===== config.mk =====
export PLATFORM = sky130hd
export DESIGN_NAME = bp_resolve
export DESIGN_NICKNAME = d
export VERILOG_FILES = /design/src/rtl/bp_resolve_pkg.sv /design/src/rtl/bp_pred_fifo.sv /design/src/rtl/bp_resolve.sv
export VERILOG_INCLUDE_DIRS = /design/src /design/src/rtl
export SDC_FILE = /design/constraint.sdc
export NUM_CORES = 1
export LEC_CHECK = 0
export ABC_AREA = 1
export BUFFER_PORTS_ARGS = -buffer_cell sky130_fd_sc_hd__buf_4
export CAP_MARGIN = 40
export CORE_MARGIN = 3
export CORE_UTILIZATION = 55
export DETAILED_ROUTE_END_ITERATION = 12
export GPL_TIMING_DRIVEN = 0
export MAX_ROUTING_LAYER = met4
export PLACE_DENSITY = 0.82
export SYNTH_ARGS = -nofsm -noshare
export SYNTH_HDL_FRONTEND = slang
export SYNTH_SLANG_ARGS = --single-unit

===== constraint.sdc =====
create_clock -name clk -period 3.71 [get_ports clk]
set_input_delay 0.742 -clock clk [delete_from_list [all_inputs] [get_ports clk]]
set_output_delay 0.742 -clock clk [all_outputs]
set_load 0.005 [all_outputs]

===== src/rtl/common.svh =====
// Address type shared by the branch-prediction blocks.
`ifndef COMMON_SVH
`define COMMON_SVH
localparam int ADDR_W = 32;
typedef logic [ADDR_W-1:0] addr_t;
`endif


===== src/rtl/bp_resolve_pkg.sv =====
// Types shared by the resolve unit and its prediction queue.
package bp_resolve_pkg;
  `include "common.svh"

  typedef struct packed {
    addr_t pc;
    addr_t pre_pc;
    logic  taken;
  } pred_entry_t;

  typedef struct packed {
    addr_t pc;
    addr_t dest_pc;
    addr_t ret_pc;
    logic  is_branch;
    logic  is_j;
    logic  is_jal;
    logic  is_jalr;
    logic  is_jr_ra;
    logic  taken;
  } upd_t;

  typedef enum logic {
    RS_RUN      = 1'b0,
    RS_REDIRECT = 1'b1
  } rs_state_e;
endpackage


===== src/rtl/bp_pred_fifo.sv =====
// Prediction queue: sync FIFO with flush; head visible combinationally, pop/push take effect next edge.
// Pushes while full and pops while empty are ignored; flush beats push at the same edge.
module bp_pred_fifo
  import bp_resolve_pkg::*;
#(
  parameter int DEPTH = 4
) (
  input  logic        clk,
  input  logic        resetn,
  input  logic        push_vld,
  input  pred_entry_t push_dat,
  input  logic        pop_vld,
  input  logic        flush,
  output logic        full,
  output logic        empty,
  output pred_entry_t head_dat
);
  localparam int PTR_W = $clog2(DEPTH);
  localparam logic [PTR_W:0] PTR_ONE = 1;

  logic [PTR_W:0] wr_ptr_q, wr_ptr_d;
  logic [PTR_W:0] rd_ptr_q, rd_ptr_d;
  pred_entry_t    mem_q [DEPTH];
  pred_entry_t    mem_d [DEPTH];

  // Extra MSB tells a full ring (MSBs differ) from an empty one.
  assign empty    = (wr_ptr_q == rd_ptr_q);
  assign full     = (wr_ptr_q[PTR_W] != rd_ptr_q[PTR_W]) &&
                    (wr_ptr_q[PTR_W-1:0] == rd_ptr_q[PTR_W-1:0]);
  assign head_dat = mem_q[rd_ptr_q[PTR_W-1:0]];

  always_comb begin
    mem_d    = mem_q;
    wr_ptr_d = wr_ptr_q;
    rd_ptr_d = rd_ptr_q;
    if (flush) begin
      wr_ptr_d = '0;
      rd_ptr_d = '0;
    end else begin
      if (push_vld && !full) begin
        mem_d[wr_ptr_q[PTR_W-1:0]] = push_dat;
        wr_ptr_d = wr_ptr_q + PTR_ONE;
      end
      if (pop_vld && !empty) begin
        rd_ptr_d = rd_ptr_q + PTR_ONE;
      end
    end
  end

  always_ff @(posedge clk or negedge resetn) begin
    if (!resetn) begin
      wr_ptr_q <= '0;
      rd_ptr_q <= '0;
      for (int i = 0; i < DEPTH; i++) mem_q[i] <= '0;
    end else begin
      wr_ptr_q <= wr_ptr_d;
      rd_ptr_q <= rd_ptr_d;
      mem_q    <= mem_d;
    end
  end
endmodule


===== src/rtl/bp_resolve.sv =====
// Branch resolve: checks executed PCs against queued predictions; redirect and BPU update 1 cycle later.
// f_ready drops when the queue is full or a redirect is pending; redirect holds until redirect_ready.
module bp_resolve
  import bp_resolve_pkg::*;
#(
  parameter int DEPTH = 4,
  parameter int CNT_W = 32
) (
  input  logic             clk,
  input  logic             resetn,
  input  logic             f_valid,
  input  addr_t            f_pc,
  input  addr_t            f_pre_pc,
  input  logic             f_hit,
  input  logic             f_taken,
  output logic             f_ready,
  input  logic             e_valid,
  input  addr_t            e_pc,
  input  addr_t            e_dest_pc,
  input  logic             e_is_branch,
  input  logic             e_is_j,
  input  logic             e_is_jal,
  input  logic             e_is_jalr,
  input  logic             e_is_jr_ra,
  input  logic             e_taken,
  output logic             redirect_valid,
  output addr_t            redirect_pc,
  input  logic             redirect_ready,
  output addr_t            upd_pc,
  output addr_t            upd_dest_pc,
  output addr_t            upd_ret_pc,
  output logic             upd_is_branch,
  output logic             upd_is_j,
  output logic             upd_is_jal,
  output logic             upd_is_jalr,
  output logic             upd_is_jr_ra,
  output logic             upd_taken,
  output logic [CNT_W-1:0] cnt_ctrl,
  output logic [CNT_W-1:0] cnt_miss
);
  rs_state_e        state_q, state_d;
  addr_t            redirect_pc_q, redirect_pc_d;
  upd_t             upd_q, upd_d;
  logic [CNT_W-1:0] cnt_ctrl_q, cnt_ctrl_d;
  logic [CNT_W-1:0] cnt_miss_q, cnt_miss_d;

  logic        fifo_full, fifo_empty;
  pred_entry_t head;
  logic        in_run, push, e_act, is_ctrl, head_hit, mispredict;
  addr_t       seq_pc, pred_pc, act_pc, fix_pc;

  assign in_run     = (state_q == RS_RUN);
  assign f_ready    = in_run && !fifo_full;
  assign push       = f_valid && f_hit && f_ready;
  assign e_act      = e_valid && in_run;
  assign is_ctrl    = e_is_branch || e_is_j || e_is_jal || e_is_jalr || e_is_jr_ra;
  assign head_hit   = e_act && !fifo_empty && (head.pc == e_pc);
  // Sequential successor skips the delay slot.
  assign seq_pc     = e_pc + addr_t'(8);
  assign pred_pc    = (head_hit && head.taken) ? head.pre_pc : seq_pc;
  assign act_pc     = (is_ctrl && e_taken) ? e_dest_pc : seq_pc;
  assign mispredict = e_act && (pred_pc != act_pc);
  // A taken prediction landing on a plain instruction resumes at the slot after it.
  assign fix_pc     = is_ctrl ? act_pc : e_pc + addr_t'(4);

  bp_pred_fifo #(.DEPTH(DEPTH)) u_fifo (
    .clk      (clk),
    .resetn   (resetn),
    .push_vld (push && !mispredict),
    .push_dat ('{pc: f_pc, pre_pc: f_pre_pc, taken: f_taken}),
    .pop_vld  (head_hit),
    .flush    (mispredict),
    .full     (fifo_full),
    .empty    (fifo_empty),
    .head_dat (head)
  );

  always_comb begin
    state_d       = state_q;
    redirect_pc_d = redirect_pc_q;
    upd_d         = '0;
    cnt_ctrl_d    = cnt_ctrl_q;
    cnt_miss_d    = cnt_miss_q;
    case (state_q)
      RS_RUN: begin
        if (mispredict) begin
          state_d       = RS_REDIRECT;
          redirect_pc_d = fix_pc;
          cnt_miss_d    = cnt_miss_q + CNT_W'(1);
        end
        if (e_act && is_ctrl) begin
          cnt_ctrl_d      = cnt_ctrl_q + CNT_W'(1);
          upd_d.pc        = e_pc;
          upd_d.dest_pc   = e_dest_pc;
          upd_d.ret_pc    = seq_pc;
          upd_d.is_branch = e_is_branch;
          upd_d.is_j      = e_is_j;
          upd_d.is_jal    = e_is_jal;
          upd_d.is_jalr   = e_is_jalr;
          upd_d.is_jr_ra  = e_is_jr_ra;
          upd_d.taken     = e_taken;
        end
      end
      RS_REDIRECT: begin
        if (redirect_ready) state_d = RS_RUN;
      end
      default: state_d = RS_RUN;
    endcase
  end

  always_ff @(posedge clk or negedge resetn) begin
    if (!resetn) begin
      state_q       <= RS_RUN;
      redirect_pc_q <= '0;
      upd_q         <= '0;
      cnt_ctrl_q    <= '0;
      cnt_miss_q    <= '0;
    end else begin
      state_q       <= state_d;
      redirect_pc_q <= redirect_pc_d;
      upd_q         <= upd_d;
      cnt_ctrl_q    <= cnt_ctrl_d;
      cnt_miss_q    <= cnt_miss_d;
    end
  end

  assign redirect_valid = (state_q == RS_REDIRECT);
  assign redirect_pc    = redirect_pc_q;
  assign upd_pc         = upd_q.pc;
  assign upd_dest_pc    = upd_q.dest_pc;
  assign upd_ret_pc     = upd_q.ret_pc;
  assign upd_is_branch  = upd_q.is_branch;
  assign upd_is_j       = upd_q.is_j;
  assign upd_is_jal     = upd_q.is_jal;
  assign upd_is_jalr    = upd_q.is_jalr;
  assign upd_is_jr_ra   = upd_q.is_jr_ra;
  assign upd_taken      = upd_q.taken;
  assign cnt_ctrl       = cnt_ctrl_q;
  assign cnt_miss       = cnt_miss_q;
endmodule


==> After elaboration in Yosys (flattened, before gate mapping) <==
Index checks and enable logic that the tools add are counted.
{ "word_totals": {"regBits": 465, "in_bits": 141, "output_inout_bits": 200, "elab_cells": 90} }
{ "op_classes": {"addsub": 6, "n_lt_le_gt_ge": 3, "eq_ne": 5, "n_mux": 18, "bitwise_logic": 4, "n_reduce_logical": 27} }
{ "op_table": {"columns": ["op", "n"], "rows": [
  ["bitwise mux 260 bit", 1],
  ["two-way mux 102 bit", 2],
  ["two-way mux 65 bit", 3],
  ["binary-select mux 65 bit (select 2 bit)", 1],
  ["demux 65 bit (select 2 bit)", 1],
  ["two-way mux 32 bit", 3],
  ["adder 32 x 1 -> 32 bit (second input constant)", 2],
  ["adder 32 x 3 -> 32 bit (second input constant)", 1],
  ["adder 32 x 4 -> 32 bit (second input constant)", 1],
  ["== test 32 bit", 1],
  ["inequality test 32 bit", 1],
  ["logical AND 1 bit", 15],
  ["two-way mux 3 bit", 4],
  ["adder 3 x 1 -> 3 bit (second input constant)", 2],
  [">= comparator 3 bit (second input constant)", 2],
  ["NOT 2 -> 3 bit", 2],
  ["AND reduction 2 bit", 3],
  ["logical OR 1 bit", 4],
  ["nonzero test 2 bit", 2],
  ["== test 3 bit", 1],
  ["zero test 1 bit", 3],
  ["less-than comparator 3 x 1 -> 1 bit (second input constant)", 1],
  ["== test 2 bit", 1],
  ["two-way mux 1 bit", 2],
  ["3 further kinds", 4]
]} }

==> Logic depth before layout (Yosys ltp) <==
{ "depth": {"ltp_word": 15, "depth_mapped": 32, "mapped_depth_nobuf": 27} }

==> By module <==
From an unflattened synthesis, not the netlist that was laid out.
{ "unflattened": {"hier_cells": 3233, "hier_area_um2": 23845.4} }
{ "by_module_without_submodules": {"columns": ["module", "n_inst", "cells_per_inst", "area_each_um2", "seq_area_each_um2"], "rows": [
  ["bp_pred_fifo", 1, 1529, 12089.1, 6656.4],
  ["bp_resolve", 1, 1704, 11756.3, 4904.7]
]} }

==> Worst setup path after synthesis <==
No wires, ideal clock.
{ "synth_path": {"path_kind": "input to register", "start": "input port e_pc[3]", "end": "register u_fifo.mem_q[89] (netlist bit)", "arrival_ps": 3276, "path_slack_ps": 316, "cell_stages": 27, "path_buffers": 3, "path_cell_list": "ha_1 > nand2_1 > nor3_2 > nand2_1 > nor3_2 > nand2_1 > nor2_1 > nand2_1 > o21ai_1 > inv_1 > nand2_1 > nand2_1 > nand2_1 > nand2_1 > inv_1 > nand2_1 > nor2_1 > nand2_1 > nor2_1 > nand2_1 > nand2_2 > buf_6 > nand3_1 > buf_4 > buf_6 > nand2_1 > nand2_1"} }
{ "synth_via": {"elab_chain_cells": 10, "elab_cells_between_ends": 13, "cone_classes": "add/sub: 1; eq/ne: 2; mux: 2; bitwise: 1; reduce/logical: 7"} }
{ "synth_lines": {"columns": ["item", "line", "source"], "rows": [
  ["start: declaration", "bp_resolve.sv:18", "input addr_t e_pc,"],
  ["branches (longest 4 deep; another with adder 32 x 4 -> 32 bit)", null, null],
  ["inequality test 32 bit *", "bp_resolve.sv:62", "assign mispredict = e_act && (pred_pc != act_pc);"],
  ["logical AND 1 bit *", "bp_resolve.sv:62", null],
  ["zero test 1 bit", "bp_resolve.sv:69", ".push_vld (push && !mispredict),"],
  ["logical AND 1 bit", "bp_resolve.sv:69", null],
  ["logical AND 1 bit", "bp_pred_fifo.sv:40", "if (push_vld && !full) begin"],
  ["AND reduction 2 bit (no source line) *", null, null],
  ["end signal: assignment", "bp_pred_fifo.sv:58", "mem_q <= mem_d;"],
  ["end: declaration", "bp_pred_fifo.sv:23", "pred_entry_t mem_q [DEPTH];"]
]} }
Every way passes the cells marked *.
A chain may end at the register's enable or synchronous reset.

==> Worst setup path in the final report <==
{ "layout_path": {"start": "register u_fifo.rd_ptr_q[1]", "end": "register u_fifo.mem_q[98] (netlist bit)"} }
{ "layout_via": {"elab_chain_cells": 14, "elab_cells_between_ends": 23, "cone_classes": "eq/ne: 4; mux: 4; bitwise: 2; reduce/logical: 13"} }
{ "layout_lines": {"columns": ["item", "line", "source"], "rows": [
  ["start: declaration", "bp_pred_fifo.sv:22", "logic [PTR_W:0] rd_ptr_q, rd_ptr_d;"],
  ["start signal: assignment", "bp_pred_fifo.sv:57", "rd_ptr_q <= rd_ptr_d;"],
  ["NOT 2 -> 3 bit (implied by the code)", "bp_pred_fifo.sv:30", "assign head_dat = mem_q[rd_ptr_q[PTR_W-1:0]];"],
  ["binary-select mux 65 bit (select 2 bit)", "bp_pred_fifo.sv:30", null],
  ["two-way mux 65 bit (implied by the code) (2 in series)", "bp_pred_fifo.sv:30", null],
  ["== test 32 bit", "bp_resolve.sv:57", "assign head_hit = e_act && !fifo_empty && (head.pc == e_pc);"],
  ["logical AND 1 bit", "bp_resolve.sv:57", null],
  ["logical AND 1 bit", "bp_resolve.sv:60", "assign pred_pc = (head_hit && head.taken) ? head.pre_pc : seq_pc;"],
  ["two-way mux 32 bit", "bp_resolve.sv:60", null],
  ["inequality test 32 bit", "bp_resolve.sv:62", null],
  ["logical AND 1 bit", "bp_resolve.sv:62", null],
  ["zero test 1 bit", "bp_resolve.sv:69", null],
  ["logical AND 1 bit", "bp_resolve.sv:69", null],
  ["logical AND 1 bit", "bp_pred_fifo.sv:40", null],
  ["AND reduction 2 bit (no source line) *", null, null]
]} }
Every way passes the cells marked *; elsewhere a longest branch is shown, timed or not. The select of a mux whose other input is x is not followed.

==> out/summary.txt <==
Run status: finished with violations
Failing checks: negative setup slack
Area of the multi-input gates: 11,000 um^2
Number of global-route vias before repair: 23,900
Clock buffer depth: 3
Final Max Tran Viols: 0
Layout Skew: 0.0397 ns
Total GRT Usage: 42.3%
GP Congestion: 1.02
FMAX: 234 MHz
Sequential share of the synthesized area: 47.7%
CP Data Required Time: 4.27 ns
CP Max Fanout: 10
Synth Instances: 3,173
Worst rel slew slack: 42.6%
CP Class: reg2reg
Max VDD drop: 368 uV
Initial antenna violation count: 5
Crit end category: register
Most frequent cell on the critical path: nand2_1
Die Wd: 216 um
Nets: 3,766
Total number of vias: 25,700
Most used DFF post-synth: dfrtp_1
Final WS setup: -0.570 ns
Ys async rst share: 100%
Final Hold Fails: 0
TritonCTS Buffers: 49
Pre-CTS setup slack: -1.11 ns
Hold_buf cts: 0
Power, Total: 0.0164 W
Max Cap Violations: 0
First-pass GRT wire length: 145 mm
Syn avg cell area: 7.64 um^2
Startpoint Class: register
Share of post-route cells with drive strength above 1: 18.5%
Hold WC Path Type: in2async
Clock latency on the worst-skew pair: 0.63 ns
Comb pwr share: 27.2%
Register bit total from synthesis: 462
Final setup viols: 336
Fill cell count: 3,377
Total number of H-tree levels: 2
Wire per inst: 23.6 um
DRC viols: 0
Internal Power: 0.0108 W
Net Sw Frac: 34.2%
Delay-heaviest family, CP: simple AND/OR/NAND/NOR gates
Final Cell Area: 30,800 um^2
Final ANT Viol Nets: 0
WP buf/inv: 9
Synth-to-Final Area Change: 27.3%
Total die area: 46,600 um^2
Slew @ Worst Pin: 0.862 ns
Critical Path Max Stage Delay: 0.40 ns
Clock share of power: 30.1%
Reg power frac: 42.7%
Clock slew at reported path FFs: 0.07 ns
Register area: 11,600 um^2
IO buf count: 336
RSZ-0062 raised after global routing: true
Largest net degree at the start of global routing: 121
First drt pass iteration count: 7
Synthesized Nets: 3,323
Final HPWL DP: 70.3 mm
IO Count: 341
Synth Cell Area: 24,200 um^2
Fin Hold WS: 0.110 ns
Via/cell ratio: 6.07
Leakage: 16.3 nW
Die height: 216 um
DRT iter0 DRCs: 3,767
Placement Cell Area: 27,600 um^2
Number of synthesized flops with an enable pin: 0
Clock root cell: clkbuf_16
Ys Warns: 0
Netlist cell types: 43
Critical path's slowest cell: dfrtp_1
Tmin final: 4.28 ns
Grt total ovfl: 0
Net switching power figure: 0.00560 W
Row cnt: 76
Core Footprint: 43,300 um^2
Clock sinks: 462
CTS tree: done
Effective utilization at floorplan: 56.0%
Setup TNS: -144.64 ns
Final worst path period share: 115%
P per Cell Area: 531 nW/um^2
Final wirelength: 100 mm
Data arrival, critical path: 4.84 ns
[cell families after synthesis]
| logic type | synth area share [%] |
|---|---|
| simple gates | 35.5 |
| buf+inv | 7.94 |
| flops | 47.7 |
| mux | 0.0826 |
| xor+xnor | 3.61 |
| compound gates | 4.66 |
| fa+ha+maj | 0.465 |
[power groups by stage]
| stage | combinational [W] | clock, W | sequential [W] |
|---|---|---|---|
| after global routing | 0.00481 | 0.00514 | 0.00709 |
| final | 0.00445 | 0.00493 | 0.00699 |
| after global placement | 0.00381 | 0 | 0.00695 |
| after floorplan | 0.00230 | 0 | 0.00681 |
| after detailed placement | 0.00392 | 0 | 0.00698 |
| after CTS | 0.00413 | 0.00492 | 0.00691 |
[final cells by class]
class | instances | share of cell area [%]
Buffer | 208 | 5.79
Sequential cell | 462 | 37.5
Antenna cell | 5 | 0.0406
Tap cell | 585 | 2.37
Inverter | 200 | 2.48
Multi-Input combinational cell | 2302 | 35.6
Timing Repair Buffer | 393 | 11.0
Clock inverter | 19 | 0.670
Clock buffer | 66 | 4.48
[routing by layer]
layer  share of wire [%]  track usage, %  up-vias
li1                    -               -    11200
met1                  36            52.7    12000
met2                  44            64.0     1977
met3                  13            10.6      500
met5                   0               -        -
met4                 7.0            22.3        0
[metrics by stage]
stage | utilization, % | instances
after global placement | 63.5 | 4094
after detailed placement | 63.8 | 4099
final | 71.3 | 4240
after floorplan | - | 3173
after global routing | 71.3 | 4240
after CTS | 69.7 | 4212
[sequential cells by signal, summed over array words and instances (netlist names), 3 cells and up]
| name | flops |
|---|---|
| u_fifo.rd_ptr_q | 3 |
| upd_pc | 29 |
| upd_dest_pc | 32 |
| u_fifo.mem_q | 260 |
| u_fifo.wr_ptr_q | 3 |
| redirect_pc | 32 |
| cnt_miss | 32 |
| cnt_ctrl | 32 |
| upd_ret_pc | 32 |
[final timing paths]
check | startpoint | end | slack, ns | depth (start not counted)
min in group clk | redirect_ready | redirect_valid | 0.32 | 2
max reg2reg | u_fifo.rd_ptr_q[1] | u_fifo.mem_q[98] | -0.57 | 27
min | resetn | cnt_miss[20] | 0.11 | 1
max in group asynchronous | resetn | u_fifo.mem_q[112] | 1.79 | 4
max | u_fifo.rd_ptr_q[1] | u_fifo.mem_q[98] | -0.57 | 27
min reg2reg | u_fifo.mem_q[26] | u_fifo.mem_q[26] | 0.47 | 2
[worst register-to-register path: stages, from the launching register on]
cell	delay, ns
dfrtp_1	0.40
buf_4	0.23
inv_6	0.14
buf_6	0.18
nand3_1	0.11
nand2_1	0.18
o21ai_1	0.08
nor2_1	0.18
nand4_1	0.17
nor2_4	0.22
buf_6	0.17
buf_4	0.12
nand4_1	0.24
nand2_1	0.15
nand2_1	0.05
nand2_1	0.06
nand2_1	0.04
nor2_1	0.10
nand2_1	0.08
nor2_2	0.16
nand2_1	0.08
nand2_2	0.10
buf_12	0.15
buf_12	0.17
buf_12	0.17
buf_8	0.14
nand4_1	0.14
nand2_1	0.17
[placed cells by master, fill, tap and decap left out, drive strengths merged]
master,netlist,routed
nor3b,1,1
clkbuf,104,180
nor2,224,224
ha,9,9
a21boi,2,2
nor3,35,35
nand4,248,248
a31oi,2,2
nand2,1231,1231
a221oi,2,2
buf,105,487
a32oi,5,5
nand3,233,233
or4,1,1
clkinv,1,13
or2,16,16
o221ai,1,1
inv,199,202
mux2i,2,2
and3,2,2
clkinvlp,0,1
a22oi,7,7
a2bb2oi,1,1
xnor2,25,25
diode,0,5
o22ai,2,2
dfrtp,462,462
xor2,75,75
bufinv,0,3
nand3b,7,7
a21oi,38,38
a32o,26,26
o21ai,100,100
a211oi,1,1
nor4,6,6
[Yosys cell counts, types with 31 or more instances]
master       n  area, um^2
nand2_1   1230        4620
dfrtp_1    462       11600
nand4_1    248        1550
nand3_1    232        1160
nor2_1     222         833
inv_1      195         732
clkbuf_1   103         387
xor2_1      75         657
o21ai_0     67         335
a21oi_1     38         190
buf_2       36         180
nor3_1      33         165
o21ai_1     33         165
buf_4       31         233
[repair_timing]
item	CTS	global route
cloned	6	15
setup buffers	23	8
pin swaps	71	84
endpoints found under the setup margin	336	339
resized for setup	202	71
(Power assumes the default switching activity.)
